**src/rtl/imem_ctrl_pkg.sv**
```systemverilog
// imem_ctrl_pkg: shared state encoding and constants for the instruction memory controller
package imem_ctrl_pkg;
  typedef enum logic {LOAD = 1'b0, RUN = 1'b1} state_e;
  localparam logic [31:0] FAULT_DATA = 32'h0;
endpackage

```
**src/rtl/imem_load_counter.sv**
```systemverilog
// imem_load_counter: saturating loader byte counter with clear, increment and last-address flag
module imem_load_counter #(
  parameter int ADDR_W = 10
) (
  input  logic              clk_i,
  input  logic              rst_ni,
  input  logic              clr_i,
  input  logic              inc_i,
  output logic [ADDR_W:0]   cnt_o,
  output logic              at_end_o
);
  logic [ADDR_W:0] cnt_q, cnt_d;
  always_comb cnt_d = clr_i ? '0 : (inc_i && !cnt_q[ADDR_W]) ? cnt_q + 1'b1 : cnt_q;
  always_ff @(posedge clk_i or negedge rst_ni)
    if (!rst_ni) cnt_q <= '0;
    else         cnt_q <= cnt_d;
  assign cnt_o    = cnt_q;
  assign at_end_o = cnt_q == {1'b0, {ADDR_W{1'b1}}};
endmodule

```
**src/rtl/imem_controller.sv**
```systemverilog
// imem_controller: arbitrates the instruction memory port between boot loader and CPU fetch
module imem_controller
  import imem_ctrl_pkg::*;
#(
  parameter int DEPTH_BYTES = 1024,
  parameter int ADDR_W      = 10,
  parameter bit BOOT_LOAD   = 1'b1
) (
  input  logic              I_clk,
  input  logic              I_rst_n,
  input  logic              I_ld_start,
  input  logic              I_ld_valid,
  input  logic [7:0]        I_ld_data,
  input  logic              I_ld_last,
  output logic              O_ld_ready,
  input  logic              I_fetch_req,
  input  logic [31:0]       I_fetch_addr,
  output logic              O_fetch_ready,
  output logic              O_fetch_valid,
  output logic [31:0]       O_fetch_data,
  output logic              O_fetch_fault,
  output logic [ADDR_W-1:0] O_mem_addr,
  output logic              O_mem_we,
  output logic [7:0]        O_mem_wdata,
  input  logic [31:0]       I_mem_rdata,
  output logic              O_cpu_hold,
  output logic [ADDR_W:0]   O_load_count
);
  state_e state_q, state_d;
  logic valid_q, valid_d, fault_q, fault_d;
  logic [31:0] data_q, data_d;
  logic ld_acc, fetch_acc, flt, at_end, cnt_clr;
  logic [ADDR_W:0] cnt;
  imem_load_counter #(.ADDR_W(ADDR_W)) u_cnt (
    .clk_i(I_clk), .rst_ni(I_rst_n), .clr_i(cnt_clr), .inc_i(ld_acc),
    .cnt_o(cnt), .at_end_o(at_end)
  );
  // Strobes are gated by reset so nothing reaches the array while it is held.
  always_comb begin
    O_ld_ready    = I_rst_n && state_q == LOAD;
    O_fetch_ready = I_rst_n && state_q == RUN && !I_ld_start;
    ld_acc        = O_ld_ready && I_ld_valid;
    fetch_acc     = O_fetch_ready && I_fetch_req;
    cnt_clr       = I_rst_n && state_q == RUN && I_ld_start;
    flt           = I_fetch_addr[1:0] != 2'b0 || I_fetch_addr > 32'(DEPTH_BYTES - 4);
    state_d       = cnt_clr ? LOAD : (ld_acc && (I_ld_last || at_end)) ? RUN : state_q;
    valid_d       = fetch_acc;
    fault_d       = fetch_acc && flt;
    data_d        = (fetch_acc && !flt) ? I_mem_rdata : FAULT_DATA;
    O_mem_we      = ld_acc;
    O_mem_wdata   = ld_acc ? I_ld_data : 8'h0;
    O_mem_addr    = ld_acc ? cnt[ADDR_W-1:0] : fetch_acc ? I_fetch_addr[ADDR_W-1:0] : '0;
  end
  always_ff @(posedge I_clk or negedge I_rst_n)
    if (!I_rst_n) begin
      state_q <= BOOT_LOAD ? LOAD : RUN;
      valid_q <= 1'b0;
      fault_q <= 1'b0;
      data_q  <= '0;
    end else begin
      state_q <= state_d;
      valid_q <= valid_d;
      fault_q <= fault_d;
      data_q  <= data_d;
    end
  assign O_fetch_valid = valid_q;
  assign O_fetch_fault = fault_q;
  assign O_fetch_data  = data_q;
  assign O_cpu_hold    = state_q == LOAD;
  assign O_load_count  = cnt;
endmodule

```
**config.mk**
```make
export PLATFORM = sky130hd
export DESIGN_NAME = imem_controller
export DESIGN_NICKNAME = d
export VERILOG_FILES = /design/src/rtl/imem_ctrl_pkg.sv /design/src/rtl/imem_load_counter.sv /design/src/rtl/imem_controller.sv
export SDC_FILE = /design/constraint.sdc
export NUM_CORES = 1
export LEC_CHECK = 0
export CAP_MARGIN = 20
export CORE_MARGIN = 2
export CORE_UTILIZATION = 32
export DETAILED_ROUTE_END_ITERATION = 6
export PLACE_DENSITY = 0.76
export SYNTH_ARGS = -nofsm -noshare
export SYNTH_HDL_FRONTEND = slang
export SYNTH_SLANG_ARGS = --single-unit
```
**constraint.sdc**
```tcl
create_clock -name I_clk -period 1.54 [get_ports I_clk]
set_clock_uncertainty 0.2 [all_clocks]
set_input_delay 0.154 -clock I_clk [delete_from_list [all_inputs] [get_ports I_clk]]
set_output_delay 0.154 -clock I_clk [all_outputs]
set_load 0.02 [all_outputs]
```
# After elaboration in Yosys (flattened, before gate mapping)
# Index checks and enable logic that the tools add are counted.
[word_totals]
register_bits = 46
latch_bits = 0
ramBits = 0
mem_bits_ro = 0
input_bits = 78
elab_cells = 35
mem_count = 0
[classes]
add_sub_neg = 1
n_mul = 0
div_mod_pow = 0
n_lt_le_gt_ge = 1
eq_ne = 1
shift = 0
n_mux = 8
n_bitwise = 1
n_reduce_logical = 18
[op_table]
columns = ["op", "n"]
rows = [
  ["32-bit by 10-bit > comparator with 1-bit output (second input constant)", 1],
  ["32-bit two-way mux", 1],
  ["11-bit two-way mux", 2],
  ["10-bit two-way mux", 2],
  ["11-bit by 1-bit adder with 11-bit output (second input constant)", 1],
  ["11-bit by 10-bit equality test with 1-bit output (second input constant)", 1],
  ["1-bit logical AND", 10],
  ["8-bit two-way mux", 1],
  ["2-bit nonzero test", 3],
  ["1-bit zero test", 3],
  ["1-bit logical OR", 2],
  ["1-bit two-way mux", 2],
  ["1-bit inverter", 1],
]

# Logic depth before layout (Yosys ltp)
# Gate-level depths: netlist of run 1.
[logic_depth]
word_depth = 6
ltp_mapped = 6
depth_no_buf = 4

# Cells and area by module
# A second synthesis of run 1 with hierarchy kept.
[unflattened]
cells_unflattened = 205
area_unflattened_um2 = 2255.9
[modules_own_cells]
columns = ["mod", "instances", "cells_each", "area_each_um2", "seq_area_each_um2"]
rows = [
  ["imem_controller", 1, 148, 1675.4, 875.8],
  ["imem_load_counter", 1, 57, 580.6, 275.3],
]

# Worst setup path before layout of run 1
# Ideal clock, no wire load.
[synth_path]
kind = "register to output"
start = "reg state_q"
end = "out O_mem_addr[8]"
t_arrival_ns = 1.517
t_required_ns = 1.186
setup_slack_ns = -0.331
path_stages_with_launch = 6
path_buffers = 3
cell_sequence = "dfrtp_1 -> buf_6 -> and3b_1 -> buf_2 -> clkbuf_1 -> a22o_1"
[synth_between]
elab_cells_between_ends = 8
cone_classes = "2 x mux; 1 x bitwise; 5 x reduce/logical"
[synth_lines]
columns = ["element", "line", "source"]
rows = [
  ["from (decl)", "imem_controller.sv:29", "state_e state_q, state_d;"],
  ["from (signal assigned)", "imem_controller.sv:56", "state_q <= BOOT_LOAD ? LOAD : RUN;"],
  ["from (signal assigned)", "imem_controller.sv:61", "state_q <= state_d;"],
  ["1-bit inverter", "imem_controller.sv:40", "O_ld_ready = I_rst_n && state_q == LOAD;"],
  ["1-bit logical AND", "imem_controller.sv:40", ""],
  ["1-bit logical AND", "imem_controller.sv:42", "ld_acc = O_ld_ready && I_ld_valid;"],
  ["via O_mem_we", "imem_controller.sv:23", "output logic O_mem_we,"],
  ["10-bit two-way mux", "imem_controller.sv:52", "O_mem_addr = ld_acc ? cnt[ADDR_W-1:0] : fetch_acc ? I_fetch_addr[ADDR_W-1:0] : '0;"],
  ["to (decl)", "imem_controller.sv:22", "output logic [ADDR_W-1:0] O_mem_addr,"],
]
# The timed path passes the listed nets, and every way through them passes these cells.

# Final worst setup path of run 1
[layout_path]
start = "reg state_q"
end = "out O_mem_addr[4]"
[layout_between]
elab_chain_cells = 5
elab_cells_between_ends = 8
cone_classes = "2 x mux; 1 x bitwise; 5 x reduce/logical"
[layout_lines]
columns = ["element", "line", "source"]
rows = [
  ["1-bit logical AND (2 in a row)", "imem_controller.sv:41", "O_fetch_ready = I_rst_n && state_q == RUN && !I_ld_start;"],
  ["1-bit logical AND", "imem_controller.sv:43", "fetch_acc = O_fetch_ready && I_fetch_req;"],
  ["10-bit two-way mux", "imem_controller.sv:52", ""],
  ["10-bit two-way mux *", "imem_controller.sv:52", ""],
]
# Every way passes the cells marked *; elsewhere a longest branch is shown, timed or not.

==> results_dict.tcl, run 1 <==
set metrics [dict create \
    outcome "finished with violations" \
    violations "negative setup slack" \
    grt_usage_pct 21.3 \
    worstPathArrival_ps 1480 \
    drt-total-wl_um 7860 \
    synth_seq_cells 46 \
    synth_top_area_share_pct 55.5 \
    gp_congestion 0.815 \
    core_area_um2 6310 \
    fin_crit_ps 1830 \
    yosys_most_used_dff "dfrtp_1" \
    fin_ws_ps -290 \
    utilization_pct 70.4 \
    io_buffers 144 \
    hold_violations 0 \
    cts.htree.levels 2 \
    drive_gt1_share_pct 39.4 \
    power_mw 3.35 \
    drt_iter0_drc 83 \
    syn_nets 290 \
    numCtsBuffers 5 \
    yosysWarnings 0 \
    synth_area_um2 2080 \
    io_pins 145 \
    grt_pass1_wl_um 12000 \
    die_area_um2 7150 \
    detail_route.first_pass.iterations 4 \
    num_antenna_cells 0 \
    antenna_found_initial 0 \
    grt_max_degree 43 \
    gr-total-overflow 0 \
    path_cells "and4b_2 -> buf_12 -> a22o_4 -> buf_6" \
    hp-class "in -> async" \
    synth-edff-count 0 \
    wl_per_cell_um 16.6 \
    synth_top_cell_by_area "dfrtp_1" \
    design_area_um2 4440 \
    clk_latency_ps 290 \
    fill_cells 506 \
    cts.sinks 46 \
    die_w_um 84.5 \
    avgSynthCellArea_um2 9.84 \
    layout_commonest_cell "clkdlybuf4s50_1" \
    cts_root_buffer "clkbuf_8" \
    cellLeakagePower_nw 2.15 \
    maxSlewViolCount 0 \
    finalSetupViolCount 55 \
    slowest_delay_ps 410 \
    fmax_ghz 0.547 \
    hold_ws_ps 163 \
    via_count 2330 \
    slew_headroom_pct 65.0 \
    dp_slack_ps -605 \
    cts_tree "yes" \
    maxCapViolCount 0 \
    areaGrowthSynthToFinish_pct 114 \
    crit_family "flip-flops" \
    tightestPinTransition_ps 525 \
    cp_max_fo 14 \
    rows 29 \
    synthCells 211 \
    synthArstFlopShare_pct 100 \
    initial_core_util_pct 32.9 \
    critical_path.startpoint_type "flop" \
    rsz0062_at_grt "true" \
    die_h_um 84.5 \
    ir_drop_mv 0.693 \
    place_area_um2 3900 \
    p_per_area_nw_per_um2 753 \
    required_ps 1190 \
    ant_nets 0 \
    grt_pass1_vias 2344 \
    drcViolationCount 0 \
    end_kind "output pin" \
    via_per_inst 4.93 \
    synth.distinct_cells 31 \
    clock_path_buffers 2 \
    fin_crit_sh_pct 119 \
    fin_nets 474 \
    yosysSeqAreaShare_pct 55.5 \
    crit_type "reg -> out" \
    clk_pin_slew_ps 80 \
    dp_hpwl_um 5220 \
    cp_slowest_cell "dfrtp_1" \
    ys_top_cells_by_area "dfrtp_1 55%, nand2_1 8.0%, nor3_1 7.7%" \
    cp_num_buf_inv 2 \
    final_cell_mix "64 x clkdlybuf4s50_1, 48 x dlygate4sd2_1, 38 x dfrtp_1" \
]
[logic make-up (layout without fill, tap and decap cells)]
kind of cell / count (synthesis) / count (layout) / synth area share (%)
muxes: 4 / 4 / 1.93
and+or+nand+nor: 117 / 117 / 29.5
adders and majority gates: 1 / 1 / 0.603
xor gates and xnor gates: 1 / 1 / 0.422
buffers and inverters: 20 / 205 / 4.34
AOI/OAI and AO/OA: 22 / 22 / 7.78
DFF: 46 / 46 / 55.5
[synthesized netlist by cell type, types with 3 or more instances]
| cell | instances |
|---|---|
| a21oi_1 | 6 |
| dfrtp_1 | 46 |
| nor3_1 | 32 |
| o31ai_1 | 3 |
| mux2i_1 | 4 |
| inv_1 | 5 |
| clkbuf_1 | 8 |
| or4_1 | 3 |
| nand4_1 | 3 |
| nand3_1 | 4 |
| and2_1 | 8 |
| buf_2 | 6 |
| nand2_1 | 44 |
| a22o_1 | 9 |
| nor4_1 | 9 |
| nand2b_1 | 4 |
[report_power, final]
| group | switching [mW] | leakage [nW] | total [mW] | internal (mW) |
|---|---|---|---|---|
| Clock | 0.411 | 0.0452 | 0.732 | 0.321 |
| Combinational | 0.588 | 1.48 | 1.28 | 0.688 |
| Sequential | 0.0711 | 0.625 | 1.34 | 1.27 |
[path summary, 6_finish.rpt]
kind,start,endpoint,slack [ps],cells after the start
worst min register to register,u_cnt.cnt_o[9],u_cnt.cnt_o[9],400,2
worst min-delay path,I_rst_n,u_cnt.cnt_o[8],160,3
max in group asynchronous,I_rst_n,u_cnt.cnt_o[5],360,3
worst max-delay path,state_q,O_mem_addr[4],-290,4
worst max register to register,state_q,u_cnt.cnt_o[3],-260,5
min in group I_clk,I_mem_rdata[17],O_fetch_data[17],170,3
[routing by layer]
layer / GRT usage [%] / vias to the layer above / wire (µm)
met5: 0 / - / 0
met4: 4.04 / 0 / 112
met3: 5.41 / 10 / 448
met2: 38.8 / 79 / 4210
met1: 25.4 / 1132 / 3090
li1: - / 1109 / -
[per-stage QoR]
stage          setup TNS (ps)  instances
2_1_floorplan            -278        211
3_3_place_gp           -27270        450
3_5_place_dp           -29310        450
4_1_cts                 -5650        469
5_1_grt                 -9620        473
6_report                -6230        473
[layout make-up]
cell class              count  area [µm²]  share of cell area [%]
clock buffers               6        72.6                    1.63
clock inverters             2        13.8                   0.310
inverters                   5        18.8                   0.422
multi-input cells         145        1190                    26.8
flip-flops and latches     46        1160                    26.1
well taps                  77        96.3                    2.17
repair buffers            192        1890                    42.6
[what timing repair did]
item,4_1_cts,5_1_grt
hold buffers,3,0
setup endpoints to repair,108,66
pin swaps,28,14
setup buffers,4,4
hold endpoints to repair,46,0
gates cloned,4,0
resized for setup,217,52
[state kept, by name, summed over array words and instances (netlist names)]
name / cells
O_fetch_data: 32
O_fetch_fault: 1
O_fetch_valid: 1
state_q: 1
u_cnt.cnt_o: 11
[worst min-delay path: stages]
cell	delay, ps
buf_2	150
buf_4	140
dlygate4sd3_1	540
Note: power is estimated with default switching activity, not from simulation.
==> run 2: changes to the inputs <==
--- a/config.mk
+++ b/config.mk
@@ -7,9 +7,9 @@
 export LEC_CHECK = 0
 export CAP_MARGIN = 20
 export CORE_MARGIN = 2
-export CORE_UTILIZATION = 32
+export CORE_UTILIZATION = 38
 export DETAILED_ROUTE_END_ITERATION = 6
-export PLACE_DENSITY = 0.76
+export PLACE_DENSITY = 0.85
 export SYNTH_ARGS = -nofsm -noshare
 export SYNTH_HDL_FRONTEND = slang
 export SYNTH_SLANG_ARGS = --single-unit
==> constraint.sdc (replaced) <==
create_clock -name I_clk -period 2.2 [get_ports I_clk]
set_clock_uncertainty 0.2 [all_clocks]
set_input_delay 0.22 -clock I_clk [delete_from_list [all_inputs] [get_ports I_clk]]
set_output_delay 0.22 -clock I_clk [all_outputs]
set_load 0.02 [all_outputs]
==> results_dict.tcl, run 2 (same netlist as run 1, synthesis figures left out) <==
set metrics [dict create \
    clk_pin_slew_ps 90 \
    hp-class "in -> reg" \
    gr-total-overflow 0 \
    largest_reg_flops 32 \
    numCtsBuffers 5 \
    antenna_found_initial 1 \
    cp_max_fo 6 \
    cp_num_buf_inv 4 \
    cts.sinks 46 \
    die_area_um2 6070 \
    clock_path_buffers 2 \
    detail_route.first_pass.iterations 4 \
    drt-total-wl_um 6860 \
    ant_nets 0 \
    fmax_ghz 0.473 \
    slowest_delay_ps 600 \
    crit_type "in -> out" \
    slew_headroom_pct 62.7 \
    final_cell_mix "124 x clkdlybuf4s50_1, 46 x dfrtp_1, 44 x nand2_1" \
    clk_latency_ps 290 \
    postCtsSetupBuffers 0 \
    core_area_um2 5200 \
    via_count 2169 \
    p_per_area_nw_per_um2 595 \
    gp_congestion 0.777 \
    cts.htree.levels 2 \
    grt_max_degree 46 \
    grt_usage_pct 22.4 \
    areaGrowthSynthToFinish_pct 80.5 \
    tns_ps 0 \
    end_kind "output pin" \
    place_area_um2 3650 \
    worstPathArrival_ps 1690 \
    rows 26 \
    drive_gt1_share_pct 7.71 \
    die_h_um 77.9 \
    layout_commonest_cell "clkdlybuf4s50_1" \
    maxSlewViolCount 0 \
    ir_drop_mv 0.491 \
    critical_path.startpoint_type "input port" \
    rsz0062_at_grt "false" \
    fin_crit_ps 2110 \
    finalSetupViolCount 0 \
    dp_cells 424 \
    drcViolationCount 0 \
    dp_hpwl_um 5180 \
    cts_tree "yes" \
    crit_family "buffers and inverters" \
    outcome "finished clean" \
    path_cells "buf_2 -> dlygate4sd3_1 -> buf_4 -> nand4b_2 -> nand2_1 -> dlygate4sd2_1" \
    grt_pass1_vias 2103 \
    design_area_um2 3750 \
    required_ps 1780 \
    wl_per_cell_um 15.9 \
    io_pins 145 \
    cellLeakagePower_nw 1.60 \
    drt_iter0_drc 109 \
    hold_ws_ps 243 \
    hold_violations 0 \
    fin_crit_sh_pct 96.0 \
    fin_cells 433 \
    fill_cells 412 \
    via_per_inst 5.01 \
    die_w_um 77.9 \
    num_antenna_cells 0 \
    power_mw 2.23 \
    tightestPinTransition_ps 560 \
    grt_pass1_wl_um 10500 \
    cts_root_buffer "clkbuf_8" \
    cp_slowest_cell "dlygate4sd3_1" \
    initial_core_util_pct 39.9 \
    maxCapViolCount 0 \
    io_buffers 144 \
    fin_nets 441 \
]
## run 2: cell type report
cell class	instances	area [µm²]	share of cell area (%)
well taps	70	87.6	2.34
inverters	5	18.8	0.501
clock buffers	6	72.6	1.94
repair buffers	159	1540	41.2
multi-input cells	145	835	22.3
flip-flops and latches	46	1150	30.7
clock inverters	2	37.5	1.00
## run 2: per-layer routing
metal	vias up	share of wire, %	global-route usage (%)
li1	1037	-	-
met1	1019	36	24.1
met2	101	53	42.0
met3	10	9.3	8.14
met4	2	0.84	4.56
met5	-	0.19	0
## run 2: worst reg2reg max path: stages (launching register included)
cell and delay (ps):
dfrtp_1 410, buf_4 170, nand4bb_2 290, or4_4 600, a21oi_2 150
## run 2: metrics by stage
stage          utilization (%)  worst slack (ps)
6_report                  72.0              87.9
5_1_grt                   72.0              2.73
3_5_place_dp              70.0             -89.4
4_1_cts                   71.9              40.8
2_1_floorplan                -               263
3_3_place_gp              70.0             -61.3
## run 2: path summary, 6_finish.rpt
path / startpoint / endpoint / slack (ps) / depth (start not counted)
max in group asynchronous: I_rst_n / O_fetch_data[7] / 770 / 4
min in group asynchronous: I_rst_n / u_cnt.cnt_o[10] / 290 / 3
hold / removal: I_mem_rdata[22] / O_fetch_data[22] / 240 / 3
hold reg to reg: u_cnt.cnt_o[10] / u_cnt.cnt_o[10] / 380 / 2
setup / recovery: I_rst_n / O_mem_addr[0] / 90 / 6
setup reg to reg: state_q / state_q / 320 / 4
## run 2: power breakdown
| part | internal (mW) | leakage, nW | total, mW | switching [mW] |
|---|---|---|---|---|
| registers | 0.883 | 0.638 | 0.937 | 0.0538 |
| logic | 0.346 | 0.909 | 0.671 | 0.325 |
| clock network | 0.339 | 0.0514 | 0.622 | 0.283 |
## run 2: timing repair
| action | 4_1_cts | 5_1_grt |
|---|---|---|
| endpoints found under the hold margin | 1 | 0 |
| setup endpoints to repair | 18 | 1 |
| resized for setup | 18 | 1 |
| hold buffers | 1 | 0 |
| cloned | 0 | 0 |
